==> src/rtl/product_accumulator.sv <==
// Sums programmable-length groups of 8-bit products and presents each group sum on a held valid/ready output.
// Optional feature: define PRODUCT_ACC_SATURATE_EN to clamp on overflow instead of wrapping.
module product_accumulator #(
  parameter int ACC_W = 12
) (
  input  logic             clk,
  input  logic             rst,
  input  logic [7:0]       prod,
  input  logic             in_valid,
  output logic             in_ready,
  input  logic [3:0]       len,
  output logic [ACC_W-1:0] out_sum,
  output logic             out_valid,
  input  logic             out_ready,
  output logic             ovf
);

  typedef enum logic {ACCUM = 1'b0, HOLD = 1'b1} state_t;

  state_t           state_q, state_d;
  logic [ACC_W-1:0] acc_q, acc_d;
  logic [3:0]       cnt_q, cnt_d;
  logic [4:0]       grp_len_q, grp_len_d;
  logic [ACC_W-1:0] out_sum_q, out_sum_d;
  logic             ovf_q, ovf_d;

  logic             accept;
  logic             first;
  logic             last;
  logic [4:0]       eff_len;
  logic [ACC_W:0]   sum;
  logic             carry;
  logic [ACC_W-1:0] res;

  // Handshake outputs depend only on registered state (and reset), never on in_valid/out_ready.
  assign in_ready  = (state_q == ACCUM) && !rst;
  assign out_valid = (state_q == HOLD);
  assign out_sum   = out_sum_q;
  assign ovf       = ovf_q;

  assign accept  = in_valid && in_ready;
  assign first   = (cnt_q == 4'd0);
  assign eff_len = first ? ((len == 4'd0) ? 5'd16 : {1'b0, len}) : grp_len_q;
  assign last    = ({1'b0, cnt_q} == (eff_len - 5'd1));

  assign sum   = {1'b0, acc_q} + {{(ACC_W-7){1'b0}}, prod};
  assign carry = sum[ACC_W];

`ifdef PRODUCT_ACC_SATURATE_EN
  // A clamped acc re-overflows on any nonzero add, so it stays pinned for the rest of the group.
  assign res = carry ? {ACC_W{1'b1}} : sum[ACC_W-1:0];
`else
  assign res = sum[ACC_W-1:0];
`endif

  always_comb begin
    state_d   = state_q;
    acc_d     = acc_q;
    cnt_d     = cnt_q;
    grp_len_d = grp_len_q;
    out_sum_d = out_sum_q;
    ovf_d     = ovf_q;
    case (state_q)
      ACCUM: begin
        if (accept) begin
          if (first) grp_len_d = eff_len;
          if (carry) ovf_d = 1'b1;
          if (last) begin
            out_sum_d = res;
            acc_d     = '0;
            cnt_d     = 4'd0;
            state_d   = HOLD;
          end else begin
            acc_d = res;
            cnt_d = cnt_q + 4'd1;
          end
        end
      end
      HOLD: begin
        if (out_ready) state_d = ACCUM;
      end
      default: state_d = ACCUM;
    endcase
  end

  always_ff @(posedge clk or posedge rst) begin
    if (rst) begin
      state_q   <= ACCUM;
      acc_q     <= '0;
      cnt_q     <= 4'd0;
      grp_len_q <= 5'd16;
      out_sum_q <= '0;
      ovf_q     <= 1'b0;
    end else begin
      state_q   <= state_d;
      acc_q     <= acc_d;
      cnt_q     <= cnt_d;
      grp_len_q <= grp_len_d;
      out_sum_q <= out_sum_d;
      ovf_q     <= ovf_d;
    end
  end

endmodule
==> config.mk <==
export PLATFORM = sky130hd
export DESIGN_NAME = product_accumulator
export DESIGN_NICKNAME = d
export VERILOG_FILES = /design/src/rtl/product_accumulator.sv
export SDC_FILE = /design/constraint.sdc
export NUM_CORES = 1
export LEC_CHECK = 0
export ABC_AREA = 1
export BUFFER_PORTS_ARGS = -buffer_cell sky130_fd_sc_hd__buf_4
export CAP_MARGIN = 20
export CORE_MARGIN = 1.5
export CORE_UTILIZATION = 40
export DETAILED_ROUTE_END_ITERATION = 7
export HOLD_SLACK_MARGIN = 0.12
export PLACE_DENSITY = 0.67
export SLEW_MARGIN = 20
export SYNTH_ARGS = -nofsm -noshare
export SYNTH_HDL_FRONTEND = slang
export SYNTH_SLANG_ARGS = --single-unit
==> constraint.sdc <==
create_clock -name clk -period 5.5 [get_ports clk]
set_input_delay 0.825 -clock clk [delete_from_list [all_inputs] [get_ports clk]]
set_output_delay 0.825 -clock clk [all_outputs]
set_load 0.01 [all_outputs]
* Yosys cells after proc, flatten, opt, wreduce, memory -nomap -nowiden
Cells that the tools add are included.
** Cells by class
- Add/sub/neg operators :: 3
- Equal/unequal tests :: 1
- Multiplexer cells :: 8
- Bitwise gates (word level) :: 1
- Reductions and logical operators :: 9
** Operators with widths (count)
- $add A12 B8 Y13 :: 1
- $mux W12 :: 1
- $mux W5 :: 2
- $reduce_and A3 Y1 :: 3
- $logic_not A4 Y1 :: 2
- $eq A4 B5 Y1 :: 1
- $sub A5 B1 Y5 const B :: 1
- $add A4 B1 Y4 const B :: 1
- $mux W4 :: 1
- $mux W1 :: 3
- $logic_and A1 B1 Y1 :: 2
- $pmux W1 S2 :: 1
- $reduce_and A2 Y1 :: 1
- $logic_not A1 Y1 :: 1
- $not A1 Y1 :: 1
** Storage, ports and cells
- Register bits :: 35
- Input bits :: 16
- Output and inout bits :: 15
- Logic and storage cells :: 28

* Logic depth before layout (Yosys ltp)
Gate-level depths: netlist of the first run.
- Depth in word-level cells :: 8
- Depth in mapped cells :: 16
- Depth with buffers taken out :: 14

* Worst setup path after synthesis of the first run
Ideal clock, no wire load.
- Path type :: input port to flip-flop
- Start point :: input port prod[0]
- End point :: register out_sum_q[10] (netlist: out_sum[10])
- Setup time :: 0.117 ns
- Data arrival time :: 2.185 ns
- Required time :: 5.383 ns
- Setup slack :: 3.198 ns
- Stages :: 11
- Path buffers :: 0
- Cells stage by stage :: ha_1 inv_1 fa_1 o21ai_0 nand2_1 nand2_1 nand2_1 nand2_1 nand2_1 nand4_1 nand2_1
** On the way
- Longest elaborated chain between the ends :: 1
** RTL lines
- start, declared :: RTL line 8 : input logic [7:0] prod,
- $add A12 B8 Y13 :: RTL line 46 : assign sum = {1'b0, acc_q} + {{(ACC_W-7){1'b0}}, prod};
- end signal, assigned :: RTL line 99 : out_sum_q <= out_sum_d;
- end, declared :: RTL line 24 : logic [ACC_W-1:0] out_sum_q, out_sum_d;
Every way passes these cells.
A chain may end at the register's enable or synchronous reset.

* Worst setup path after layout of the first run
- Start point :: register cnt_q[0]
- End point :: register acc_q[1]
** On the way
- Longest elaborated chain between the ends :: 5
** RTL lines
- start, declared :: RTL line 22 : logic [3:0] cnt_q, cnt_d;
- start signal, assigned :: RTL line 97 : cnt_q <= cnt_d;
- $logic_not A4 Y1 :: RTL line 42 : assign first = (cnt_q == 4'd0);
- $mux W5 :: RTL line 43 : assign eff_len = first ? ((len == 4'd0) ? 5'd16 : {1'b0, len}) : grp_len_q;
- $sub A5 B1 Y5 :: RTL line 44 : assign last = ({1'b0, cnt_q} == (eff_len - 5'd1));
- $eq A4 B5 Y1 * :: RTL line 44
- $mux W12 * :: RTL line 68 : if (last) begin
- end signal, assigned :: RTL line 89 : acc_q <= '0;
- end signal, assigned :: RTL line 96 : acc_q <= acc_d;
- end, declared :: RTL line 21 : logic [ACC_W-1:0] acc_q, acc_d;
Every way passes the cells marked *; elsewhere a longest branch is shown, timed or not.

==> run metrics, run 1 <==
status=finished, final reports clean; Tightest Pin Transition=0.902 ns; Final Skew=0.00688 ns; Total GRT Usage=0.178; maximum fanout along the worst path=14; number of vias per cell=slightly below 5; maximum capacitance violations=0; fin nets=369; Clock Power Share=0.172; Die ar.=6150 sq um; Seq cells post-synth=35; WHS=0.472 ns; Slew Limit Headroom=0.398; final hold vios=0; Switch Pwr=~0.65 mW; slowest stage cell on the critical path=dfrtp_1; Worst-Skew Late Latency=around 0.28 ns; final WL=roughly 4.9 mm; Logic pwr share=0.533; Setup violations, final=0; core area=5510 sq um; worst-path cell chain=inv_1, ha_1, nand2_4, nand2_1, nand2_1, ha_1, xor2_1, nand2_1, nor2_1, nand2_1, nor2_4, nand2_2, nand3_1, nand2_1; Avg Cell Area, Syn=7.29 sq um; flop2flop setup slack=2.67 ns; HP Class=flip-flop to flip-flop; peak per-stage delay on the critical path=0.42 ns; hpwl dp=3.75 mm; CP endpoint kind=flip-flop; post-synthesis sequential area ratio=0.385; post-cts gate resize count=0; Post-Syn Nets=340; Initial Utilization=0.413; Placer Congestion=0.880; worst r2r src=cnt_q[0]; row cnt=27; P_leak=1.50 nW; WP data required=roughly 5.7 ns; largest net degree at the start of global routing=36; chip height=78.4 um; vias in the first global route=around 1900; clk buf depth=2; CTS Hold Buffers Added=0; Power Dens Cells=524 nW/um^2; FMAX=approximately 0.35 GHz; Sw Share=0.465; CP Data Arrival Time=~3.0 ns; boundary pin count=31; top cell type's share of synthesized area=0.374; Netlist Area Pre-Place=2280 sq um; Syn-to-layout area delta=16.8%; Pre-antenna DRT Iters=4; clock sink count=35; antenna cells=0; first-pass GRT wire length=8.56 mm; startpoint types=flip-flop; final worst-path cycle share=0.514; buffer count from post-CTS setup fixing=0; Ys Warns=0; CTS buffer count=5; VDD IR-drop max=0.000198 V; Iteration-0 DRC Markers=~80; R2R depth=14; register share of total power=0.295; die width=roughly 80 um; DR DRC count=0; total grt overflow=0; DR WL/cell=11.8 um; Worst R2R End=acc_q[1]; internal power=0.744 mW; Setup Total Neg Slack=0 ns; critical path's most frequent cell=nand2_1; Cell variety after synth=29; Clock transition at path regs=0.07 ns; CTS H-Tree Depth=2; Synth Instances=312; top post-synthesis cells by area=dfrtp_1, nand2_1, nand3_1; number of antenna violations at the first check in global routing=0; CTS root buf=clkbuf_8; DRT antenna net count=0; WS Path Type=flip-flop to flip-flop; routed vias=2041; share of layout cells above drive strength 1=0.143; CTS tree=built; crit path to=acc_q[1]; Port Buffers=30; Final Critical Period=2.83 ns; unrepaired setup endpoints after global routing=false; Worst Setup SP=cnt_q[0]; post-synth top area cell=dfrtp_1; Final Slew Violations=0
[cell families after synthesis]
group                    count (synthesis)  synth area share
adder cells (fa/ha/maj)                 12            0.0693
buffers and inverters                   45            0.0852
AND/OR/NAND/NOR                        193             0.382
AO/OA/AOI/OAI                           18            0.0440
flip-flops                              35             0.385
XOR/XNOR                                 9            0.0346
[cells in the final DEF (no fill, tap or decap), types with 2 or more instances in the layout]
cell / instances
nand2_2: 3
a21oi_1: 7
inv_1: 36
clkbuf_8: 6
nand3_1: 35
ha_1: 11
xor2_1: 6
o21ai_0: 6
nor2_1: 17
dfrtp_1: 34
nor2_4: 3
a21o_1: 2
xnor2_1: 3
nand4_1: 15
buf_4: 31
nand2_1: 115
[registers in the layout (all words and copies together), names as in the netlist]
name       flops
acc_q         12
ovf            1
cnt_q          4
out_sum       12
grp_len_q      5
out_valid      1
[synth_stat cells]
cell type,n
fa_1,1
nand3_1,35
ha_1,11
nand2_4,1
a21boi_1,1
nand3_2,1
buf_1,2
o21ai_0,6
o21ai_1,1
nand2_2,3
dfrtp_1,34
inv_1,36
buf_2,2
nand3_4,1
nor3_1,1
a21o_1,2
buf_4,2
xnor2_1,3
nor2_1,17
nand3b_1,1
a21oi_1,7
nand4_1,15
nor2_4,3
xor2_1,6
clkbuf_1,1
o21bai_1,1
nand2_1,115
dfstp_2,1
buf_6,2
[per-layer routing]
metal,vias up,part of all wire,global-route usage
li1,1062,-,-
met1,946,0.47,0.240
met2,27,0.47,0.287
met3,6,0.041,0.0360
met4,0,0.012,0.0571
met5,-,0,0
[cell type report]
class / instances / area (sq um)
inverters: 36 / 135
multi-input cells: 232 / 1200
flip-flops and latches: 35 / 877
fillers: 548 / 2850
clock inverters: 2 / 35.0
clock buffers: 6 / 82.6
repair buffers: 31 / 233
well taps: 72 / 90.1
[worst max-delay path, delay by kind of cell, from the launching register on]
kind | cells | cell delay, ns
xor gates and xnor gates | 1 | 0.14
adders and majority gates | 2 | 0.69
buffers and inverters | 1 | 0.13
DFF | 1 | 0.42
and+or+nand+nor | 10 | 1.32
[how the worst min path moves through the flow]
stage	depth (start not counted)	from	endpoint	slack [ns]
2_1_floorplan	2	grp_len_q[1]	grp_len_q[1]	0.45
3_3_place_gp	2	out_sum[1]	out_sum[1]	0.46
3_5_place_dp	2	out_sum[0]	out_sum[0]	0.46
4_1_cts	2	out_sum[5]	out_sum[5]	0.48
5_1_grt	2	out_sum[4]	out_sum[4]	0.50
6_report	2	out_sum[5]	out_sum[5]	0.47
[power groups by stage]
stage	registers, mW	clock network (mW)	logic [mW]
after floorplan	0.402	0	0.605
after global placement	0.414	0	0.732
after detailed placement	0.413	0	0.746
after CTS	0.411	0.244	0.748
after global routing	0.423	0.255	0.853
final	0.411	0.239	0.742
[stage by stage]
| stage | utilization | instance area (sq um) | std cells | power (mW) | worst slack [ns] |
|---|---|---|---|---|---|
| final | 0.483 | 2660 | 414 | 1.39 | 2.67 |
| after floorplan | - | 2280 | 312 | 1.01 | 3.20 |
| after detailed placement | 0.461 | 2540 | 406 | 1.16 | 2.43 |
| after global placement | 0.461 | 2540 | 406 | 1.15 | 2.52 |
| after CTS | 0.483 | 2660 | 414 | 1.40 | 2.65 |
| after global routing | 0.483 | 2660 | 414 | 1.53 | 2.37 |
No activity file was read; power rests on OpenSTA's default activity.
==> run 2, diff against run 1 <==
ABC_AREA = 0   (was 1)
PLACE_DENSITY = 0.7   (was 0.67)
clock period = 2.35 ns   (was 5.5 ns; I/O delays follow)
==> run 2 against run 1 <==
Against the previous run:
- routed wire length rose by 12%
- fmax fell by 0.73%
- via count fell by 7.3%
- clock power rose by 79%
- synthesized area fell by 6.7%
- the run now ends with setup timing left
- critical path depth fell by 1
- non-clock buffer count rose by 43
- final area rose by 14%
==> run metrics, run 2 <==
synth cell count leaders=dfrtp_1, nand2_1, nor2_1, o21ai_0, mux2_2; CTS buffer count=5; CTS H-Tree Depth=2; Async SR Flop Fraction=1.00; Post-Syn Nets=241; DR WL/cell=about 15 um; fin nets=318; share of layout cells above drive strength 1=0.460; CP endpoint kind=flip-flop; top cell type's share of synthesized area=0.400; Sw Share=0.404; clock sink count=35; Clock transition at path regs=0.08 ns; VDD IR-drop max=0.000603 V; post-synth top area cell=dfrtp_1; total grt overflow=0; Synth Instances=213; Synth Flop Type=dfrtp_1; CTS root buf=clkbuf_8; Die ar.=around 5800 sq um; Cell variety after synth=51; CP Data Arrival Time=~3 ns; CTS Hold Buffers Added=0; chip height=75.9 um; failing checks=setup timing; Setup violations, final=29; die width=75.9 um; status=complete, but fails checks; maximum capacitance violations=0; Placer Congestion=between 0.8 and 0.9; Tightest Pin Transition=0.460 ns; row cnt=26; Logic pwr share=0.637; Switch Pwr=1.61 mW; Final Skew=0.00779 ns; vias in the first global route=1861; number of vias per cell=around 5.2; Setup Total Neg Slack=-11.64 ns; final WL=5.50 mm; first-pass GRT wire length=8.94 mm; Syn-to-layout area delta=43.2%; most common cell in the netlist=dfrtp_1; most frequent cells in the layout=buf_4, dfrtp_1, nand2_1; internal power=2.38 mW; Clock Power Share=0.107; Ys Warns=0; post-synthesis sequential area ratio=0.413; maximum fanout along the worst path=6; core area=5110 sq um; Post-synth EDFFs=0; P_leak=1.39 nW; clk buf depth=2; Initial Utilization=0.416; fin area=3040 sq um; Total GRT Usage=0.209; antenna cells=0; commonest non-fill, non-tap cell in the layout=buf_4; top post-synthesis cells by area=dfrtp_1, ha_1, mux2_2; Pre-antenna DRT Iters=5; Port Buffers=30; boundary pin count=31; unrepaired setup endpoints after global routing=true; Avg Cell Area, Syn=9.97 sq um; Post-Route Utilization=0.596; Seq cells post-synth=35; Placed Area=2730 sq um; routed vias=1892; WS Path Type=flip-flop to flip-flop; largest net degree at the start of global routing=36; FMAX=0.351 GHz; Slew Limit Headroom=0.694; startpoint types=flip-flop; Final Slew Violations=0; setup ws final=-0.498 ns; Place WS=-0.643 ns; CTS tree=built; final worst-path cycle share=1.21; WP data required=2.52 ns; register share of total power=0.256; HP Class=primary input to asynchronous set/reset pin; number of antenna violations at the first check in global routing=0; Final Critical Period=2.85 ns; Worst-Skew Late Latency=a little under 0.3 ns; final hold vios=0; DRT antenna net count=0; Iteration-0 DRC Markers=just over 60; hpwl dp=3.67 mm; DR DRC count=0; Power Dens Cells=1310 nW/um^2; Netlist Area Pre-Place=2120 sq um
run 2: changes by cell type in the layout (fill, tap and decap cells not counted), moves of 6 or more:
cell and change:
buf_6 +9, nand4_1 -14, nand2_1 -91, o21ai_2 +6
buf_4 +34, inv_1 -28, nand3_1 -33, mux2_4 +10
run 2: through the flow:
stage / cells / total power, mW / hold slack [ns]
after floorplan: 213 / 2.29 / 0.418
after global placement: 345 / 3.08 / 0.458
after detailed placement: 345 / 3.14 / 0.460
after CTS: 362 / 3.89 / 0.193
after global routing: 361 / 4.30 / 0.230
final: 361 / 4.00 / 0.175
run 2: cell type report:
| cell class | count | area, sq um |
|---|---|---|
| Fill cell | 463 | 2070 |
| Multi-Input combinational cell | 164 | 1370 |
| Sequential cell | 35 | 877 |
| Timing Repair Buffer | 74 | 589 |
| Tap cell | 70 | 87.6 |
| Clock buffer | 7 | 76.3 |
| Inverter | 10 | 37.5 |
| Clock inverter | 1 | 5.00 |
run 2: cell families after synthesis:
kind of cell	after synthesis	synth area share
AOI/OAI and AO/OA	53	0.174
xor gates and xnor gates	10	0.0412
adders and majority gates	12	0.0742
buffers and inverters	14	0.0300
DFF	35	0.413
muxes	20	0.106
and+or+nand+nor	69	0.161
run 2: what timing repair did:
item / CTS / global route
gates resized for setup: 40 / 12
setup buffers: 7 / 1
pin swaps: 18 / 7
cloned: 2 / 0
setup endpoints to repair: 29 / 30
run 2: routing by layer:
layer | GRT usage | wire (um)
met4 | 0.0575 | 50
met5 | 0 | 0
met1 | 0.282 | 2600
met2 | 0.345 | 2660
met3 | 0.0384 | 186
run 2: critical path, stage by stage (launching register included):
cell	delay (ns)
dfrtp_1	0.39
inv_2	0.08
ha_4	0.16
nand2b_4	0.06
nor2_4	0.14
mux2i_1	0.21
ha_2	0.23
nor3b_4	0.22
xor2_2	0.12
nor4_2	0.21
a21oi_2	0.14
a211oi_4	0.26
buf_6	0.19
mux2_4	0.30
run 2: final timing paths:
check | slack [ns] | cells after the start | startpoint | to
worst max-delay path | -0.50 | 13 | cnt_q[0] | out_sum[0]
worst min-delay path | 0.18 | 3 | rst | out_sum[7]
worst max register to register | -0.50 | 13 | cnt_q[0] | out_sum[0]
worst min register to register | 0.48 | 1 | ovf | ovf
max in group asynchronous | 1.83 | 3 | rst | grp_len_q[4]
min in group clk | 0.24 | 2 | out_ready | out_valid
run 2: power groups by stage:
| stage | Combinational [mW] | Clock (mW) | Sequential (mW) |
|---|---|---|---|
| 2_1_floorplan | 1.25 | 0 | 1.04 |
| 3_3_place_gp | 2.06 | 0 | 1.02 |
| 3_5_place_dp | 2.12 | 0 | 1.02 |
| 4_1_cts | 2.44 | 0.441 | 1.02 |
| 5_1_grt | 2.79 | 0.465 | 1.05 |
| 6_report | 2.54 | 0.429 | 1.02 |
==> run 3, diff against run 2 <==
PLACE_DENSITY = not set   (was 0.7)
SKIP_CTS_REPAIR_TIMING = 1   (was not set)
==> run 3 against run 2 <==
Against the previous run:
- sequential power is essentially flat
- register-to-register slack improved by 0.02 ns
- first-iteration DRC count increased by 13%
- the run still ends with setup timing left
- critical endpoint is now out_sum[5]
- via count shrank 1.7%
- sequential share of layout area rose by 0.79 points
- critical path depth stayed put
- global-route usage down 0.66 points
==> run metrics, run 3 (synthesis results as in run 2) <==
Pre-antenna DRT Iters=5; unrepaired setup endpoints after global routing=true; maximum fanout along the worst path=8; Iteration-0 DRC Markers=69; CTS tree=built; GR Layer Usage met2=0.303; row cnt=26; die width=75.9 um; fin nets=314; P_leak=~1.4 nW; VDD IR-drop max=about 0.00062 V; total grt overflow=0; Post-Route Utilization=0.580; antenna cells=0; largest net degree at the start of global routing=36; peak per-stage delay on the critical path=0.40 ns; worst-path cell chain=inv_2, ha_4, nand2b_4, nor2_4, mux2i_1, ha_2, nor4_2, o21ai_1, o2111ai_1, a211o_2, a211oi_4, buf_6, mux2_4; clock sink count=35; area of the multi-input gates=between 1000 and 1500 sq um; CTS H-Tree Depth=2; Final Slew Violations=0; final worst-path cycle share=1.20; first-pass GRT wire length=8.54 mm; Port Buffers=30; WP data required=2.52 ns; Filler cells=452; WS Path Type=flip-flop to flip-flop; Initial Utilization=0.416; grt met3 use=0.0410; startpoint types=flip-flop; DRT antenna net count=0; vias in the first global route=1736; HP Class=primary input to asynchronous set/reset pin; Setup violations, final=29; Final Critical Period=2.83 ns; Tightest Pin Transition=0.545 ns; share of layout cells above drive strength 1=0.429; most frequent cells in the layout=buf_4, dfrtp_1, nand2_1; Worst-Skew Late Latency=~0.29 ns; commonest non-fill, non-tap cell in the layout=buf_4; DR WL/cell=15.1 um; hpwl dp=3.86 mm; CTS buffer count=5; status=complete, but fails checks; placed instance count=344; number of vias per cell=5.21; FMAX=0.354 GHz; number of antenna violations at the first check in global routing=0; Die ar.=5760 sq um; DR DRC count=0; clk buf depth=2; core area=5110 sq um; chip height=~76 um; Total GRT Usage=0.203; setup ws final=-0.477 ns; final hold vios=0; Placer Congestion=about 0.88; CTS root buf=clkbuf_8; WHS=0.180 ns; Slew Limit Headroom=0.637; CP endpoint kind=flip-flop; GR Layer Usage met1=0.296; boundary pin count=31; Pwr Total=about 4 mW; failing checks=setup timing; Syn-to-layout area delta=39.3%; Power Dens Cells=approximately 1300 nW/um^2; Final Skew=0.00919 ns; Layout Cells excl Fill=357; CP Data Arrival Time=roughly 3.0 ns; final WL=5.39 mm; maximum capacitance violations=0; Clock transition at path regs=0.08 ns; Setup Total Neg Slack=-10.56 ns; Most Used Layer, Global Route=met2; register area=877 sq um; routed vias=about 1900; slowest stage cell on the critical path=dfrtp_1
-- run 3: cell count changes in the layout (fill, tap and decap cells not counted), sizes merged --
| cell | previous run | this run |
|---|---|---|
| buf | 74 | 70 |
| bufinv | 0 | 1 |
| clkbuf | 7 | 6 |
-- run 3: metal layers --
metal  vias up  routed length, um
li1        908                  -
met3         7                160
met5         -                  0
met1       911               2670
met2        33               2480
met4         0                 69
-- run 3: final cells by class --
| type | instances | area share |
|---|---|---|
| Multi-Input combinational cell | 164 | 0.439 |
| Clock buffer | 6 | 0.0279 |
| Clock inverter | 2 | 0.0118 |
| Sequential cell | 35 | 0.296 |
| Tap cell | 70 | 0.0296 |
| Inverter | 10 | 0.0127 |
| Timing Repair Buffer | 70 | 0.183 |
-- run 3: path summary, 6_finish.rpt --
check                           from            to  slack (ns)  depth (start not counted)
max                         cnt_q[0]    out_sum[5]       -0.48                         13
min                              rst      cnt_q[1]        0.18                          3
max reg2reg                 cnt_q[0]    out_sum[5]       -0.48                         13
min reg2reg                 acc_q[0]      acc_q[0]        0.48                          2
max in group asynchronous        rst  grp_len_q[4]        1.81                          3
min in group clk           out_ready     out_valid        0.26                          2
-- run 3: critical path: cells and delay by family, from the launching register on --
kind,cells,cell delay (ns)
multiplexers,2,0.53
AND/OR/NAND/NOR,3,0.24
buffers and inverters,2,0.28
flip-flops,1,0.40
AO/OA/AOI/OAI,4,0.88
adder cells (fa/ha/maj),2,0.37
-- run 3: stage by stage --
stage	instance area (sq um)	setup slack (ns)
floorplan	2160	-0.707
global placement	2710	-0.510
detailed placement	2710	-0.603
CTS	2830	-0.631
global route	2960	-0.619
finish	2960	-0.477
-- run 3: power breakdown --
part           internal, mW  total (mW)  switching, mW
clock                 0.343       0.573          0.229
sequential            0.841        1.02          0.180
combinational          1.21        2.32           1.11
total                  2.39        3.92           1.52
